$ cat config.mk
export PLATFORM = sky130hd
export DESIGN_NAME = prio_arbiter
export DESIGN_NICKNAME = d
export VERILOG_FILES = /design/src/rtl/prio_arbiter.sv
export SDC_FILE = /design/constraint.sdc
export NUM_CORES = 1
export LEC_CHECK = 0
export BUFFER_PORTS_ARGS = -buffer_cell sky130_fd_sc_hd__buf_2
export CAP_MARGIN = 20
export CORE_AREA = 10 10 47 49
export CTS_BUF_LIST = sky130_fd_sc_hd__clkbuf_8 sky130_fd_sc_hd__clkbuf_16
export DETAILED_ROUTE_END_ITERATION = 10
export DIE_AREA = 0 0 57 59
export PLACE_DENSITY = 0.78
export SETUP_SLACK_MARGIN = 0.5
export SLEW_MARGIN = 10
export SYNTH_ARGS = -nofsm -noshare
export SYNTH_HDL_FRONTEND = slang
export SYNTH_SLANG_ARGS = --single-unit
$ cat constraint.sdc
create_clock -name clk -period 2.8 [get_ports clk]
set_input_delay 0 -clock clk [delete_from_list [all_inputs] [get_ports clk]]
set_output_delay 0 -clock clk [all_outputs]
set_load 0.03 [all_outputs]
$ cat src/rtl/prio_arbiter.sv
// prio_arbiter: registered priority arbiter with a valid/ready grant handshake.
//
// Scan order for the winner search is (ptr-1-k) mod IN_WIDTH, k = 0..IN_WIDTH-1.
// With ptr = 0 this means the highest set request index wins.
//
// Build option:
//   PRIO_ARBITER_RR_EN  defined   -> round-robin. ptr follows the last accepted
//                                    index, so the requester just served has the
//                                    lowest priority.
//                       undefined -> fixed priority. ptr is tied to 0 and no
//                                    ptr register exists.
//
// Parameters:
//   OUT_WIDTH   grant index width, legal range 1..6; IN_WIDTH = 1 << OUT_WIDTH
//
// Ports:
//   clk         clock, all state changes on the rising edge
//   rst         synchronous reset, active high
//   req         request vector, bit i = requester i wants a grant
//   gnt_valid   a grant is being offered on gnt_idx/gnt_onehot
//   gnt_ready   consumer accepts the offered grant (ignored while gnt_valid=0)
//   gnt_idx     binary index of the granted requester (kept after going idle)
//   gnt_onehot  one-hot form of gnt_idx, all zero while idle
//
// States:
//   S_IDLE  | no grant is offered; wait for any request
//   S_GRANT | grant is offered and held until it is accepted

module prio_arbiter #(
  parameter int OUT_WIDTH = 3
) (
  input  logic                        clk,
  input  logic                        rst,
  input  logic [(1<<OUT_WIDTH)-1:0]   req,
  output logic                        gnt_valid,
  input  logic                        gnt_ready,
  output logic [OUT_WIDTH-1:0]        gnt_idx,
  output logic [(1<<OUT_WIDTH)-1:0]   gnt_onehot
);

  localparam int IN_WIDTH = 1 << OUT_WIDTH;

  typedef enum logic {S_IDLE, S_GRANT} state_e;

  state_e                state_q, state_d;
  logic [OUT_WIDTH-1:0]  gnt_idx_q, gnt_idx_d;
  logic [IN_WIDTH-1:0]   gnt_onehot_q, gnt_onehot_d;
  logic                  hs;
  logic [OUT_WIDTH-1:0]  ptr_scan;
  logic [OUT_WIDTH-1:0]  win_idx;
  logic [OUT_WIDTH-1:0]  cand;
  logic                  found;

  assign hs = (state_q == S_GRANT) && gnt_ready;

`ifdef PRIO_ARBITER_RR_EN
  logic [OUT_WIDTH-1:0] ptr_q, ptr_d;

  // The winner picked on an accepting edge must already treat the accepted
  // index as lowest priority, so the scan uses the next pointer value.
  always_comb begin
    ptr_d    = hs ? gnt_idx_q : ptr_q;
    ptr_scan = ptr_d;
  end

  always_ff @(posedge clk) begin
    if (rst) ptr_q <= '0;
    else     ptr_q <= ptr_d;
  end
`else
  assign ptr_scan = '0;
`endif

  // The index arithmetic wraps modulo IN_WIDTH because it is only OUT_WIDTH bits wide.
  always_comb begin
    win_idx = '0;
    found   = 1'b0;
    cand    = '0;
    for (int k = 0; k < IN_WIDTH; k++) begin
      cand = ptr_scan - OUT_WIDTH'(1) - OUT_WIDTH'(k);
      if (!found && req[cand]) begin
        win_idx = cand;
        found   = 1'b1;
      end
    end
  end

  always_comb begin
    state_d      = state_q;
    gnt_idx_d    = gnt_idx_q;
    gnt_onehot_d = gnt_onehot_q;
    case (state_q)
      S_IDLE: begin
        if (|req) begin
          state_d      = S_GRANT;
          gnt_idx_d    = win_idx;
          gnt_onehot_d = {{(IN_WIDTH-1){1'b0}}, 1'b1} << win_idx;
        end
      end
      S_GRANT: begin
        if (hs) begin
          if (|req) begin
            gnt_idx_d    = win_idx;
            gnt_onehot_d = {{(IN_WIDTH-1){1'b0}}, 1'b1} << win_idx;
          end else begin
            state_d      = S_IDLE;
            gnt_onehot_d = '0;
          end
        end
      end
      default: begin
        state_d      = S_IDLE;
        gnt_onehot_d = '0;
      end
    endcase
  end

  always_ff @(posedge clk) begin
    if (rst) begin
      state_q      <= S_IDLE;
      gnt_idx_q    <= '0;
      gnt_onehot_q <= '0;
    end else begin
      state_q      <= state_d;
      gnt_idx_q    <= gnt_idx_d;
      gnt_onehot_q <= gnt_onehot_d;
    end
  end

  assign gnt_valid  = (state_q == S_GRANT);
  assign gnt_idx    = gnt_idx_q;
  assign gnt_onehot = gnt_onehot_q;

endmodule

After elaboration in Yosys (flattened, before gate mapping) --
Index checks and enable logic that the tools add are counted.
Cells by class: eq/ne operators 2, shift operators 1, mux-type cells 25, bitwise operators 1, reduce and logical (&&, ||, !) cells 17
Operators with widths (number):
- 3-bit two-way mux | 10
- 8-bit two-way mux | 3
- 8-bit case mux with 2 select lines | 1
- 1-bit two-way mux | 9
- 1-bit logical AND | 8
- 8-bit OR reduction | 1
- 1-bit by 3-bit left shift with 8-bit output (first input constant) | 1
- 1-bit zero test | 7
- 3-bit case mux with 2 select lines | 1
- 2-bit by 1-bit != test with 1-bit output (second input constant) | 1
- 2-bit != test (second input constant) | 1
- 1-bit case mux with 2 select lines | 1
- 2-bit AND reduction | 1
- 1-bit inverter | 1
Storage, ports and cells: register bits after elaboration 12, bits of input ports 11, output and inout port bits 12, logic and storage cells 49

Depth between registers and ports, before layout --
Gate-level depths: netlist of run 1.
depth after elaboration 26, gate-level depth with buffers 5

Worst setup path before layout of run 1 --
Ideal clock, no wire load.
kind register -> register, start point reg state_q (netlist: gnt_valid), end point reg gnt_onehot_q[2] (netlist: gnt_onehot[2]), library setup time 117 ps, data arrival time 1173 ps, path slack 1510 ps, stages on the path, launching flop included 5, path buffers 0, period minus slack after synthesis 1290 ps, cell sequence dfxtp_1 -> nand2b_1 -> nand2b_1 -> nor3_1 -> a22o_1
On the way: word-level cells in the longest chain between the ends 3, elaborated cells on any way between the ends 6
Ends and longest elaborated chain:
- start: declaration | RTL line 45 | state_e state_q, state_d;
- start signal: assignment | RTL line 124 | state_q <= state_d;
- 1-bit logical AND or 1-bit inverter (tied branches) | RTL line 54, 92
- 2-bit by 1-bit != test with 1-bit output (no line) or 2-bit != test (tied branches)
- 2-bit AND reduction (no line)
- end signal: assignment | RTL line 126 | gnt_onehot_q <= gnt_onehot_d;
- end: declaration | RTL line 47 | logic [IN_WIDTH-1:0] gnt_onehot_q, gnt_onehot_d;
Parallel ways exist; a longest one is shown, timed or not. A chain may end at the register's enable or synchronous reset.

Worst setup path in the final report of run 1 --
start point reg state_q (netlist: gnt_valid), end point reg gnt_onehot_q[1] (netlist: gnt_onehot[1])
Same word-level chain as after synthesis.

==> results list, run 1 <==
* Detailed-route wire length: 1280 um
- Clock edge transition at the registers on the reported setup and hold paths: 0.05 ns
- The worst setup path is launched from a register.
* Post-route clock period utilization: 44.0%
* Router iterations before antenna repair: 6
* Mean number of vias per cell: 4.98
- Leading cell types by total area after synthesis: sky130_fd_sc_hd__dfxtp_1, sky130_fd_sc_hd__a22o_1, sky130_fd_sc_hd__o2bb2ai_4, sky130_fd_sc_hd__nor2_1, sky130_fd_sc_hd__nor3_1
* Worst path required time: 2.98 ns
- Clock latency on the worst-skew pair, taken at its later pin, is 0.24 ns.
- Die height: 59 um
- Fin. max-slew vios: 0
- Once the floorplan was initialized, standard cells occupied 39.9% of the core.
- The Yosys step of the flow raised 0 warnings.
- IR analysis of the VDD net gives a maximum drop of 446 uV.
- Detailed routing inserted a total of 478 vias.
- Synthesized flop and latch total: 12
* Final clock skew: 0.00328 ns
- Chip width: 57 um
- CTS Buf Count: 3
- Data arrival time of the critical path: 1.41 ns
* Root buffer cell: sky130_fd_sc_hd__clkbuf_8
- Global routing used 8.50% of the available tracks.
* Num Clock Sinks: 12
- Synthesized instance count: 55
* Number of buffers inserted by post-CTS setup repair: 0
- Total Nets Final: 92
* Average wire per cell in the routed design: 13.3 um
- Summed over all layers, the global routing overflow is 0.
* EDFF count, synth: 0
- STA classifies the critical path endpoint as a register.
- Once placement completed, the tool counted placed cells totaling 92.
* Overall Power: 0.430 mW
- The clock passes through at most 2 buffers.
* IO Pins: 23
- Number of antenna violations at the first check in global routing: 0
- Detail Placement HPWL: 1030 um
- Clock tree from TritonCTS: done
- Area occupied by multi-input gates: 304 um2
- After floorplanning, the core was divided into 14 placement rows.
- Number of buffers inserted for hold repair after clock tree synthesis: 0
- Summed over all instances, the cell type with the most area after synthesis is sky130_fd_sc_hd__dfxtp_1.
- The run finished with clean final reports.
- For this run, the leading register cell type out of synthesis is sky130_fd_sc_hd__dfxtp_1.
- Counting I/O delays and the setup requirement, the final critical path takes 1.23 ns.
- After detailed routing, the number of remaining DRC violations is 0.
- Post-route insts no fill: 96
- Summed over its instances, the top area cell type makes up 43.0% of the synthesized netlist area.
* Number of distinct standard cells referenced by the synthesized netlist: 24
* Achievable frequency: 0.811 GHz
* Reg area: 240 um2
- The tightest min-delay check is of the input port to register type.
- # diodes: 0
* Final Hold Viols: 0
* Count of buffers from port buffering: 22
- Measured against its own limit, the worst slew margin works out to 74.8%.
- Largest net degree at the start of global routing: 9
* Proportion of register bits with asynchronous set or reset after synthesis: 0%
- Vias in the first global route: 519
* CTS-repair resized insts: 0
- The count of nets left with antenna violations once routing finished came out at 0.
* GPL Wtd Cong: 0.801
- Fill cell count: 138
* Largest driver fanout on the critical path: 7
* RSZ-0062 raised after global routing: false
- The share of the Yosys chip area taken by registers is 43.0%.
- The number of nets handed over by synthesis was 66.
- At the pin with the least slew margin, the transition time is 0.379 ns.
- The first global-routing pass estimated 2260 um of wire.
- Cell Area, Synth: 559 um2
- In this run the power density over the cells is 586 mW/mm2.
* Area delta synth->final: 31.1%
* Kind of critical path: register to register
- Overall die area: 0.00336 mm2
- Cells with a size suffix above 1 make up 41.3% of the layout.
- Iteration-0 DRC count of the detailed router: 9
- Core Area: 0.00140 mm2
- TNS Setup: 0 ns
- Number of max-cap violations: 0
- Dividing the synthesized area by the synthesized cell count gives 10.2 um2.
- Setup violations remaining at the end of the flow were counted as 0.
* Cell leakage power: 0.372 nW
- Htree depth: 1
[per-layer routing]
metal | vias up | track usage [%] | part of all wire [%] | wire, um
li1 | 253 | - | - | -
met1 | 207 | 8.64 | 40 | 517
met2 | 16 | 13.6 | 48 | 610
met3 | 2 | 5.15 | 10 | 133
met4 | 0 | 4.03 | 1.4 | 18
met5 | - | 0 | 0 | 0
[where the power goes]
part	switching, mW	internal (mW)
Sequential	0.00343	0.178
Combinational	0.0390	0.0222
Clock	0.0629	0.124
Total	0.105	0.324
[through the flow]
step / setup slack, ns / util [%] / instance area, um2 / hold slack [ns]
after global routing: 1.42 / 52.3 / 733 / 0.0328
after floorplan: 1.51 / - / 559 / 0.0691
after detailed placement: 1.32 / 48.4 / 678 / 0.267
after CTS: 1.56 / 52.3 / 733 / 0.0183
final: 1.57 / 52.3 / 733 / 0.0162
after global placement: 1.38 / 48.4 / 678 / 0.256
[synthesized netlist by cell type, drive strengths merged (2+ instances only)]
cell type	number
a22o	6
nor3	5
or4	2
dfxtp	12
or2b	2
nand2b	3
nand2	2
nor2b	2
nor2	8
a21oi	2
[worst max-delay path: stages, from the launching register on]
cell	delay, ns
sky130_fd_sc_hd__dfxtp_1	0.32
sky130_fd_sc_hd__nand2b_1	0.25
sky130_fd_sc_hd__nand2b_1	0.18
sky130_fd_sc_hd__nor3_1	0.28
sky130_fd_sc_hd__a22o_1	0.15
[layout by cell type (no fill, tap or decap), types with 2 or more instances in the layout]
master,synthesis,routed
sky130_fd_sc_hd__nand2b_1,3,3
sky130_fd_sc_hd__a22o_1,6,6
sky130_fd_sc_hd__buf_2,0,22
sky130_fd_sc_hd__nand2_1,2,2
sky130_fd_sc_hd__nor3_1,5,5
sky130_fd_sc_hd__nor2b_1,2,2
sky130_fd_sc_hd__nor2_1,7,7
sky130_fd_sc_hd__dfxtp_1,12,12
sky130_fd_sc_hd__clkbuf_8,0,4
sky130_fd_sc_hd__or2b_1,2,2
[area by class of cell]
cell class / count / area share, %
inverters: 1 / 0.512
well taps: 16 / 2.73
clock buffers: 4 / 7.51
flip-flops and latches: 12 / 32.8
repair buffers: 22 / 15.0
multi-input cells: 41 / 41.5
[cells by family after synthesis]
kind of cell | count (synthesis) | share of synthesized area, %
compound gates | 14 | 24.2
buf+inv | 2 | 2.68
flops | 12 | 43.0
mux | 1 | 1.79
simple gates | 26 | 28.4
[registers in the layout, indices dropped and copies added (netlist names)]
| register | count |
|---|---|
| gnt_idx | 3 |
| gnt_onehot | 8 |
| gnt_valid | 1 |
[worst paths after layout]
check / cells after the start / end / startpoint / slack, ns
max: 4 / gnt_onehot[1] / gnt_valid / 1.57
min: 2 / gnt_onehot[6] / req[6] / 0.02
max reg2reg: 4 / gnt_onehot[1] / gnt_valid / 1.57
min reg2reg: 1 / gnt_onehot[5] / gnt_onehot[5] / 0.46
(Power assumes the default switching activity.)
==> inputs of run 2 (changes only) <==
- clock period: 2.8 -> 1.23 ns (I/O delays scaled with it)
==> results list, run 2 (synthesis results as in run 1) <==
- Maximum buffer depth of the clock tree: 2
- The worst path in the final design needs a cycle of 1.10 ns, including I/O delays and setup.
* Number of cells after detailed placement: 99
- The total area inside the core boundary comes to 0.00140 mm2.
- The wire-length estimate of the detail-placed layout is 1130 um.
- Classification of the worst-slack hold path: input port to register
* Floorplan row count: 14
- Global routing consumed, over all layers together, 9.55% of the routing resources.
- GPL Wtd Cong: 0.770
- For the final database, setup skew stands at 0.00151 ns.
- Overall Power: 1.08 mW
- Buffers inserted to repair hold after CTS numbered 0.
- Once the floorplan was initialized, standard cells occupied 39.9% of the core.
- Post-route clock period utilization: 89.8%
- In the final layout, the share of cells above drive strength 1 is 67.4%.
- Setup Viol. Count Final: 0
* IO Pins: 23
* Post-route ant nets: 0
* CTS Buf Count: 3
- Worst-case setup slack after placement: -0.0601 ns
- Flip-flop count of the largest register after layout: 8
- Clock edge transition at the registers on the reported setup and hold paths: 0.05 ns
- The die is 59 um tall.
* Endpoint type of the worst setup path: register
* Overall die area: 0.00336 mm2
- Excluding fillers, the count of instances in the completed layout stands at 108.
- The pre-antenna-repair detailed-routing pass consisted of 4 iterations.
* Slew @ Worst Pin: 0.271 ns
- Max rail drop VDD: 780 uV
* Average wire per cell in the routed design: 15.8 um
- Based on the critical path, the design can be clocked at up to 0.906 GHz.
- In this design, the stage delay of the slowest critical-path cell is 0.61 ns.
* Area of all placed cells without fillers: 982 um2
* CP cell instances: buf_6 -> or4_4 -> o21ai_4 -> mux2i_1 -> nor2_1
* Fin. max-slew vios: 0
* Final hold slack: 0.0285 ns
- Area delta synth->final: 75.6%
- The floorplan step set the die width to 57 um.
- Cell leakage power: 0.466 nW
- In this run the tightest slew margin relative to its limit is 81.8%.
- Mean number of vias per cell: 5.21
* Worst-Skew Late Latency: 0.24 ns
- The number of endpoints with negative hold slack in the final report was 0.
- Largest net degree at the start of global routing: 9
- In the final design database the tool counted 104 nets.
- Detailed-route wire length: 1710 um
- The library cell used most frequently in the layout, excluding fill and tap cells, is sky130_fd_sc_hd__buf_6.
- For this run, design rule violations remaining after detail routing come to 0.
- Iteration-0 DRC count of the detailed router: 5
* Worst path required time: 1.36 ns
- The via count of the first global-routing pass came to 574.
- Htree depth: 1
- The library cells used most frequently in the layout, excluding fill and tap cells, are sky130_fd_sc_hd__buf_6, sky130_fd_sc_hd__buf_4, sky130_fd_sc_hd__dfxtp_2, sky130_fd_sc_hd__nor2_1, sky130_fd_sc_hd__buf_2.
- TritonCTS built the clock tree.
- For this run the aggregate overflow at the end of global routing stands at 0.
* Number of antenna violations at the first check in global routing: 0
- Number of max-cap violations: 0
- STA puts the critical path data arrival time at 1.24 ns.
- Global-route wire length before repair: 2590 um
* Setup ws final: 0.126 ns
- TNS Setup: 0 ns
* Root buffer cell: sky130_fd_sc_hd__clkbuf_8
- Kind of critical path: input port to register
- Input and output buffers added on the ports amount to 22.
* RSZ-0062 raised after global routing: true
* Largest driver fanout on the critical path: 5
- The worst setup path is launched from an input port.
- For this design the ratio of total power to cell area is 1100 mW/mm2.
- Worst path slowest cell: sky130_fd_sc_hd__or4_4
- Overall via count from detail_route: 563
* Final Util: 70.1%
- Dpl cell area: 746 um2
- The clock drives 12 sinks.
- The number of buffers and inverters on the critical path is 1.
- Broken down by cell family, the worst path's largest delay share belongs to simple AND/OR/NAND/NOR gates.
- # diodes: 0
- The run finished with clean final reports.
run 2: area by class of cell:
type	count	area [um2]
Fill cell	101	419
Sequential cell	12	255
Multi-Input combinational cell	41	350
Inverter	1	3.75
Timing Repair Buffer	34	298
Tap cell	16	20.0
Clock buffer	4	55.1
run 2: power breakdown:
part	switching [mW]	internal, mW	total (mW)
registers	0.0131	0.407	0.420
clock network	0.157	0.284	0.440
logic	0.108	0.108	0.216
run 2: layer usage:
| layer | track usage [%] | wire (um) |
|---|---|---|
| met4 | 6.04 | 27 |
| met2 | 15.5 | 927 |
| met5 | 0 | 0 |
| met3 | 3.65 | 69 |
| met1 | 10.2 | 687 |
run 2: repair_timing:
action / CTS / global route
pin swaps: 6 / 7
setup endpoints to repair: 24 / 22
buffers inserted: 1 / 4
resized for setup: 34 / 11
run 2: final timing paths:
kind	from	to	slack, ns	cells past startpoint
hold / removal	req[6]	gnt_onehot[6]	0.03	2
setup reg to reg	gnt_valid	gnt_idx[0]	0.17	6
setup / recovery	req[4]	gnt_idx[1]	0.13	5
hold reg to reg	gnt_onehot[5]	gnt_onehot[5]	0.46	1
